[src/rtl/ahb_dm_bridge.sv]
// AHB-Lite slave front end for the data memory.
// Single word transfers, DM_stall wait states, size/alignment errors and read stall timeout.
module ahb_dm_bridge #(
    parameter int unsigned TIMEOUT = 15
) (
    input  logic        clk,
    input  logic        rst,
    input  logic        HSEL,
    input  logic [31:0] HADDR,
    input  logic [1:0]  HTRANS,
    input  logic        HWRITE,
    input  logic [2:0]  HSIZE,
    input  logic [31:0] HWDATA,
    input  logic        HREADY,
    output logic        HREADYOUT,
    output logic        HRESP,
    output logic [31:0] HRDATA,
    output logic        DM_write,
    output logic        DM_enable,
    output logic [15:0] DM_address,
    output logic [31:0] DM_in,
    input  logic        DM_stall,
    input  logic [31:0] DM_out
);

    typedef enum logic [2:0] {
        S_IDLE,
        S_WR,
        S_RD,
        S_ERR1,
        S_ERR2
    } state_t;

    state_t      state;
    state_t      accept_state;
    logic [15:0] addr_q;
    logic [7:0]  stall_cnt;
    logic        accept;
    logic        legal;
    logic        unused_bits;

    assign unused_bits = ^{HADDR[31:18], HTRANS[0]};

    assign accept = HSEL && HREADY && HTRANS[1];
    assign legal  = (HSIZE == 3'b010) && (HADDR[1:0] == 2'b00);

    // Where an address phase seen this cycle would take the data phase.
    always_comb begin
        accept_state = S_IDLE;
        if (accept) begin
            if (!legal)
                accept_state = S_ERR1;
            else if (HWRITE)
                accept_state = S_WR;
            else
                accept_state = S_RD;
        end
    end

    always_ff @(posedge clk) begin
        if (rst) begin
            state     <= S_IDLE;
            addr_q    <= '0;
            stall_cnt <= '0;
        end else begin
            if (accept && HREADYOUT)
                addr_q <= HADDR[17:2];
            unique case (state)
                S_RD: begin
                    if (DM_stall) begin
                        stall_cnt <= stall_cnt + 8'd1;
                        if (stall_cnt == 8'(TIMEOUT - 1))
                            state <= S_ERR1;
                    end else begin
                        state <= accept_state;
                    end
                end
                S_ERR1:  state <= S_ERR2;
                default: state <= accept_state;
            endcase
            // Fresh count for every read data phase, including back-to-back.
            if (HREADYOUT && accept_state == S_RD)
                stall_cnt <= '0;
        end
    end

    assign HREADYOUT  = (state == S_RD) ? ~DM_stall : (state != S_ERR1);
    assign HRESP      = (state == S_ERR1) || (state == S_ERR2);
    assign HRDATA     = (state == S_RD) ? DM_out : '0;
    assign DM_write   = (state == S_WR);
    assign DM_enable  = (state == S_RD);
    assign DM_address = (state == S_WR || state == S_RD) ? addr_q : '0;
    assign DM_in      = (state == S_WR) ? HWDATA : '0;

endmodule

[config.mk]
export PLATFORM = sky130hd
export DESIGN_NAME = ahb_dm_bridge
export DESIGN_NICKNAME = d
export VERILOG_FILES = /design/src/rtl/ahb_dm_bridge.sv
export SDC_FILE = /design/constraint.sdc
export NUM_CORES = 1
export LEC_CHECK = 0
export CAP_MARGIN = 30
export CELL_PAD_IN_SITES_DETAIL_PLACEMENT = 0
export CELL_PAD_IN_SITES_GLOBAL_PLACEMENT = 2
export CORE_UTILIZATION = 13
export DETAILED_ROUTE_END_ITERATION = 6
export PLACE_DENSITY_LB_ADDON = 0.25
export REMOVE_ABC_BUFFERS = 1
export SLEW_MARGIN = 20
export SYNTH_ARGS = -nofsm -noshare
export SYNTH_HDL_FRONTEND = slang
export SYNTH_SLANG_ARGS = --single-unit
[constraint.sdc]
create_clock -name clk -period 2.19 [get_ports clk]
set_input_delay 0.3285 -clock clk [delete_from_list [all_inputs] [get_ports clk]]
set_output_delay 0.3285 -clock clk [all_outputs]
set_load 0.02 [all_outputs]
======== Yosys cells after proc, flatten, opt, wreduce, memory -nomap -nowiden ========
Cells that the tools add are included.
W data, S select, Z words.
cells by class
  muxes and demuxes ....................... 10
  bitwise logic cells ..................... 1
  $add $sub $neg .......................... 1
  reduce and logical (&&, ||, !) cells .... 10
  equality and inequality tests ........... 9
operators by type and width
  kind                   count
  $mux W32               2
  $mux W16               1
  $eq A3 B2 Y1 const B   4
  $add A8 B1 Y8 const B  1
  $eq A8 B4 Y1 const B   1
  $mux W2                3
  $mux W3                2
  $ne A3 B2 Y1 const B   2
  $pmux W3 S2            1
  $logic_and A1 B1 Y1    5
  $eq A3 B1 Y1 const B   1
  $eq A3 B3 Y1 const B   1
  $logic_not A2 Y1       1
  $logic_or A1 B1 Y1     2
  $reduce_and A2 Y1      1
  $reduce_or A2 Y1       1
  $mux W1                1
  $not A1 Y1             1
word-level totals
  flip-flop bits (word level) ............. 27
  logic and storage cells ................. 34

======== Depth between registers and ports, before layout ========
Gate-level depths: netlist of run 1.
  depth in word-level cells ............... 7
  depth in mapped cells ................... 6
  depth with buffers taken out ............ 5

======== Worst setup path after synthesis of run 1 ========
No wires, ideal clock.
  path type ............................... register to output
  start point ............................. register state[1]
  end point ............................... output port DM_address[10]
  slack ................................... 0.327 ns
  cell stages (with the launch flop) ...... 6
  path buffers ............................ 1
  required time ........................... 1.862 ns
  arrival ................................. 1.535 ns
  path through ............................ dfxtp_1 -> nor2b_1 -> nor2b_1 -> nor2_1 -> buf_2 -> nor2b_1
on the way
  cells in the longest elaborated chain, start to end .. 3
  elaborated cells between the ends (all ways) .. 4
ends and longest elaborated chain
  what                                                 line  RTL
  start: declaration                                   34    state_t state;
  start signal: assignment                             75    state <= accept_state;
  start signal: assignment                             79    default: state <= accept_state;
  $eq A3 B1 Y1 / $eq A3 B2 Y1 (equally long branches)  92    assign DM_address = (state == S_WR || state == S_RD) ? addr_q : '0;
  $logic_or A1 B1 Y1 *                                 92
  $mux W16 *                                           92
  end: declaration                                     20    output logic [15:0] DM_address,
Mark *: on every way between the ends. The rest lies on a longest branch, timed or not.

======== Worst setup path in the final report of run 1 ========
  start point ............................. register state[1]
  end point ............................... output port DM_address[11]
The elaborated chain is that of the path after synthesis.

==> results.ini, run 1 <==
[outcome]
status = completed

[detailed_routing]
drt-total-wl_um = 6907
drt_iter0_drc = 36
drtPass1Iterations = 4
drt.antenna.violating_nets = 0
wl_per_cell_um = 12.49
vias = 2023
drc = 0
viasPerCell = 3.658

[global_routing]
grt_use_total = 0.09587
global_route.usage.met1 = 0.09952
grt-busiest-layer = met2
grt_pass1_wl_um = 9784
met2_usage = 0.1864
antenna_found_initial = 1
grt_max_degree = 34
grt.met3_usage = 0.03243
grt_overflow = 0
first_global_vias = 1895

[layout]
final_nets = 491
n_antenna_cell = 0
instances_no_fill = 553
layout_commonest_cell = clkdlybuf4s50_1
layout-drive-gt1-share = 0.05774
most-common-layout-cells = 92 x clkdlybuf4s50_1, 70 x dlygate4sd2_1, 64 x and2_1
syn_to_final_growth_pct = 117.5
fill_cells = 1390

[timing]
min_period_ns = 2.090
hold_viol = 0
relSlewSlack = 0.7750
layout_setup_ws_ns = 0.09986
fmax_mhz = 478.4
whs_ns = 0.4845
finalSetupViolCount = 0
drv_slew = 0
fin_crit_sh = 0.9544
finalClockSkew_ns = 0.001580
tightest_slew_ns = 0.3356

[place]
pre_cts_slack_ns = 0.02935
dp_cells = 549
dp_hpwl_um = 5727
gp_congestion = 0.7267
io_buffers = 175

[floorplanning]
io_pins = 191
die_w_um = 115.7
core.rowCount = 41
die_y_um = 115.7
core-area_um2 = 12620
dieArea_um2 = 13370
initial_core_util = 0.1331

[worst_setup_path]
cp-start-kind = flop
r2r_start = state[1]
r2r-end = addr_q[4]
path_class = reg -> out
crit_fanout = 16
ff2ff_setup_slack_ns = 0.50
ff2ff_path_depth = 6
cp-end-kind = output port
crit_required_ns = 1.86
worstPathArrival_ns = 1.76

[synthesis]
synthAdderAreaFrac = 0.01490
synth-seq-cells = 27
synth_top_family_by_area = simple AND/OR/NAND/NOR gates
synth_compound_area_frac = 0.04024
yosysUniqueCellTypes = 33
avgSynthCellArea_um2 = 8.151
yosys_warnings = 0
synth-xor-area-share = 0.03130
synthCells = 206
seq_area_frac_synth = 0.3219
syn-cell-area_um2 = 1679
muxShareOfSynthArea = 0.09538
synth_simple_gate_area_frac = 0.4598

[worst_hold_path]
hold_end = addr_q[8]
hp-class = reg -> reg
min_from = addr_q[8]
hold_depth = 2

[clocking]
cts_hold_buf = 0
htree_num_levels = 1
clock_latency_ns = 0.26
path_clk_slew_ns = 0.07
cts_tree = done
clock_path_buffers = 2
cts_resized = 83
postCtsSetupBuffers = 0
numClockSinks = 27
cts_buffers = 3
root_buffer = clkbuf_16

[power]
leakage_nw = 1.812
power.density_nw_per_um2 = 341.9
p_total_w = 0.001249
ir_drop_v = 0.0002832

[run]
drv_cap = 0

critical path, cell delays in order (launching register included):
cell and delay, ns:
dfxtp_1 0.39, nor2b_1 0.21, nor2b_4 0.21, nor2_1 0.08, buf_12 0.16, nor2b_1 0.10, dlygate4sd2_1 0.34
how the worst max path moves through the flow:
| stage | startpoint | to | slack [ns] | depth (start not counted) |
|---|---|---|---|---|
| after floorplan | state[0] | DM_address[0] | -1.26 | 3 |
| after global placement | state[1] | DM_address[8] | 0.06 | 6 |
| after detailed placement | state[1] | DM_address[8] | 0.03 | 6 |
| after CTS | state[1] | DM_address[8] | 0.02 | 6 |
| after global routing | state[1] | DM_address[11] | -0.03 | 6 |
| final | state[1] | DM_address[11] | 0.1 | 6 |
power by group:
part / total, W / switching [W] / leakage, nW / internal (W)
combinational: 0.000326 / 0.000115 / 1.55 / 0.000211
clock: 0.000413 / 0.000167 / 0.0409 / 0.000246
sequential: 0.000510 / 0.00000689 / 0.219 / 0.000503
total: 0.00125 / 0.000288 / 1.81 / 0.000961
synthesized netlist by cell type (all sizes together):
cell type | number | area share
nand2 | 8 | 0.018
xnor2 | 4 | 0.021
clkbuf | 7 | 0.016
inv | 2 | 0.0045
mux2i | 16 | 0.095
nand2b | 1 | 0.0037
nor4 | 2 | 0.0075
buf | 4 | 0.016
a21oi | 1 | 0.0030
nor3 | 4 | 0.012
o41ai | 1 | 0.016
and4bb | 1 | 0.0075
or4b | 2 | 0.012
nand4bb | 1 | 0.0067
dfxtp | 27 | 0.32
or2 | 1 | 0.0037
xor2 | 2 | 0.010
o211a | 1 | 0.0060
nor3b | 2 | 0.0089
a21o | 1 | 0.0045
o21ai | 2 | 0.0060
nor2b | 18 | 0.067
a211oi | 1 | 0.0045
nand4 | 1 | 0.0037
nor2 | 26 | 0.058
nand3 | 3 | 0.0089
ha | 2 | 0.015
and3 | 1 | 0.0037
and2 | 64 | 0.24
registers in the layout (all words and copies together) (netlist names):
register	count
state	3
stall_cnt	8
addr_q	16
per-stage QoR:
stage	setup TNS, ns	area (um^2)	util
after floorplan	-41.36	1625	-
after global placement	0	3677	0.2914
after detailed placement	0	3677	0.2914
after CTS	0	3659	0.2899
after global routing	-0.2226	3652	0.2894
final	0	3652	0.2894
layer usage:
metal,wire (um),part of all wire
met2,3489,0.51
met1,2558,0.37
met5,9,0.0013
met3,823,0.12
met4,26,0.0038
layout make-up:
| cell class | count | area [um^2] | share of cell area |
|---|---|---|---|
| repair buffers | 182 | 1718 | 0.4704 |
| multi-input cells | 166 | 1090 | 0.2984 |
| flip-flops and latches | 27 | 541.8 | 0.1483 |
| well taps | 172 | 215.2 | 0.05892 |
| clock buffers | 3 | 75.07 | 0.02056 |
| inverters | 2 | 7.507 | 0.002056 |
| clock inverters | 1 | 5.005 | 0.001370 |
cell families after synthesis:
kind of cell,after synthesis
buf+inv,13
simple gates,135
mux,16
fa+ha+maj,2
xor+xnor,6
flops,27
compound gates,7
(Power assumes the default switching activity.)
==> inputs of run 2 (changes only) <==
- ABC_AREA: unset -> 1
==> results.ini, run 2 <==
[power]
p_total_w = 0.001312
leakage_nw = 2.249
ir_drop_v = 0.0002558
power.density_nw_per_um2 = 342.7

[timing]
drv_slew = 0
rsz0062_at_grt = no
relSlewSlack = 0.6871
finalClockSkew_ns = 0.002825
tightest_slew_ns = 0.4692
fmax_mhz = 485.5
hold_viol = 0
fin_tns_setup_ns = 0
fin_crit_sh = 0.9405
min_period_ns = 2.060
finalSetupViolCount = 0
whs_ns = 0.4515

[global_routing]
grt_use_total = 0.09332
grt_pass1_wl_um = 10860
grt_max_degree = 33
antenna_found_initial = 0
first_global_vias = 2246
grt_overflow = 0

[worst_setup_path]
cp-start-kind = input pin
r2r-end = stall_cnt[7]
ff2ff_path_depth = 6
r2r_start = state[0]
path_class = in -> out
worstPathArrival_ns = 1.73
ff2ff_setup_slack_ns = 0.85
crit_end = HREADYOUT
crit_fanout = 2
crit_path_start = DM_stall
crit_required_ns = 1.86
cp-end-kind = output port

[layout]
final_nets = 612
fill_cells = 1578
multi_input_area_um2 = 878.3
top_register = addr_q
largest_reg_flops = 16
layout_commonest_cell = clkdlybuf4s50_1
layout-drive-gt1-share = 0.04382
most-common-layout-cells = 95 x clkdlybuf4s50_1, 94 x inv_1, 92 x nor2_1
layout.area.seq_um2 = 541.8
reg_top3 = addr_q x16, stall_cnt x8, state x3
n_antenna_cell = 0
syn_to_final_growth_pct = 107.2

[clocking]
path_clk_slew_ns = 0.07
root_buffer = clkbuf_16
cts_hold_buf = 0
clock_path_buffers = 2
clock_latency_ns = 0.26
htree_num_levels = 1
numClockSinks = 27
cts_buffers = 3
cts_tree = done

[synthesis]
yosysUniqueCellTypes = 26
synth_edf_count = 0
avgSynthCellArea_um2 = 5.617
yosys_warnings = 0
synthCells = 329
syn-cell-area_um2 = 1848
yosys-top-cells-count = 94 x inv_1, 92 x nor2_1, 34 x nand2_1, 27 x dfxtp_1, 24 x a21oi_1
synth-seq-cells = 27
postSynth.asyncResetShare = 0
ys.flop_type = dfxtp_1
yosysTopAreaCell = dfxtp_1
seq_area_frac_synth = 0.2925
synthTopCellsByArea = dfxtp_1 29%, inv_1 19%, nor2_1 19%
netlist.area_leader.share = 0.2925
yosysMostFrequentCell = inv_1

[floorplanning]
die_w_um = 121.2
die_y_um = 121.2
initial_core_util = 0.1331
core-area_um2 = 13880
core.rowCount = 43
io_pins = 191
dieArea_um2 = 14700

[place]
dp_hpwl_um = 5897
gp_congestion = 0.7096
io_buffers = 175

[detailed_routing]
drc = 0
viasPerCell = 3.563
drt.antenna.violating_nets = 0
vias = 2430
drt-total-wl_um = 7215
wl_per_cell_um = 10.58
drt_iter0_drc = 35
drtPass1Iterations = 4

[run]
drv_cap = 0

[outcome]
status = completed

[worst_hold_path]
hp-class = reg -> reg

-- run 2: changes by cell type in the layout (fill, tap and decap cells not counted), moves of 10 or more --
| cell | delta |
|---|---|
| nand2_1 | +26 |
| dlymetal6s2s_1 | +13 |
| mux2i_1 | -16 |
| nor2b_1 | -16 |
| a21oi_1 | +23 |
| and2_1 | -64 |
| o21ai_0 | +10 |
| inv_1 | +92 |
| nor2_1 | +66 |
-- run 2: where the power goes --
group          leakage, nW  total [W]  switching [W]  internal, W
Clock               0.0382   0.000421       0.000172     0.000249
Combinational         1.99   0.000377       0.000165     0.000213
Sequential           0.220   0.000514     0.00000575     0.000508
-- run 2: stage by stage --
step	setup WS [ns]	utilization	area (um^2)	cells
after floorplan	0.2730	-	1783	318
final	0.1303	0.2759	3830	682
after global routing	0.01175	0.2759	3830	682
after detailed placement	0.1065	0.2736	3797	678
after CTS	0.0001992	0.2734	3795	682
after global placement	0.1025	0.2736	3797	678
-- run 2: cells by family (layout without fill, tap and decap cells) --
logic type      count (synthesis)  count (layout)  synth area share
flops                          27              27            0.2925
fa+ha+maj                       2               2           0.01354
compound gates                 43              43            0.1205
xor+xnor                        1               1          0.004740
buf+inv                       108             281            0.2322
simple gates                  148             148            0.3365
-- run 2: repair_timing --
action | in CTS | in global routing
setup endpoints to repair | 70 | 14
hold endpoints to repair | 0 | 0
setup buffers | 0 | 0
pin swaps | 0 | 0
resized for setup | 67 | 14
-- run 2: worst max-delay path: stages --
cell and delay, ns:
clkdlybuf4s50_1 0.44, inv_1 0.12, nand2_1 0.08, nand2_2 0.10, clkdlybuf4s50_1 0.66
-- run 2: cell type report --
type	count	share of cell area
repair buffers	180	0.4548
multi-input cells	194	0.2293
flip-flops and latches	27	0.1415
inverters	97	0.09507
well taps	180	0.05880
clock buffers	4	0.02058
-- run 2: how the worst min path moves through the flow --
stage | startpoint | endpoint | slack (ns) | depth (start not counted)
2_1_floorplan | rst | state[2] | 0.40 | 1
3_3_place_gp | addr_q[10] | addr_q[10] | 0.44 | 2
3_5_place_dp | addr_q[5] | addr_q[5] | 0.45 | 2
4_1_cts | addr_q[5] | addr_q[5] | 0.46 | 2
5_1_grt | addr_q[12] | addr_q[12] | 0.47 | 2
6_report | addr_q[5] | addr_q[5] | 0.45 | 2
-- run 2: routing by layer --
metal  part of all wire  wire [um]  vias up  track usage
met1               0.37       2646     1034      0.09195
met5                  0          0        -            0
li1                   -          -     1289            -
met3               0.11        789        2      0.02538
met2               0.52       3753      105       0.1904
met4             0.0035         25        0      0.01852
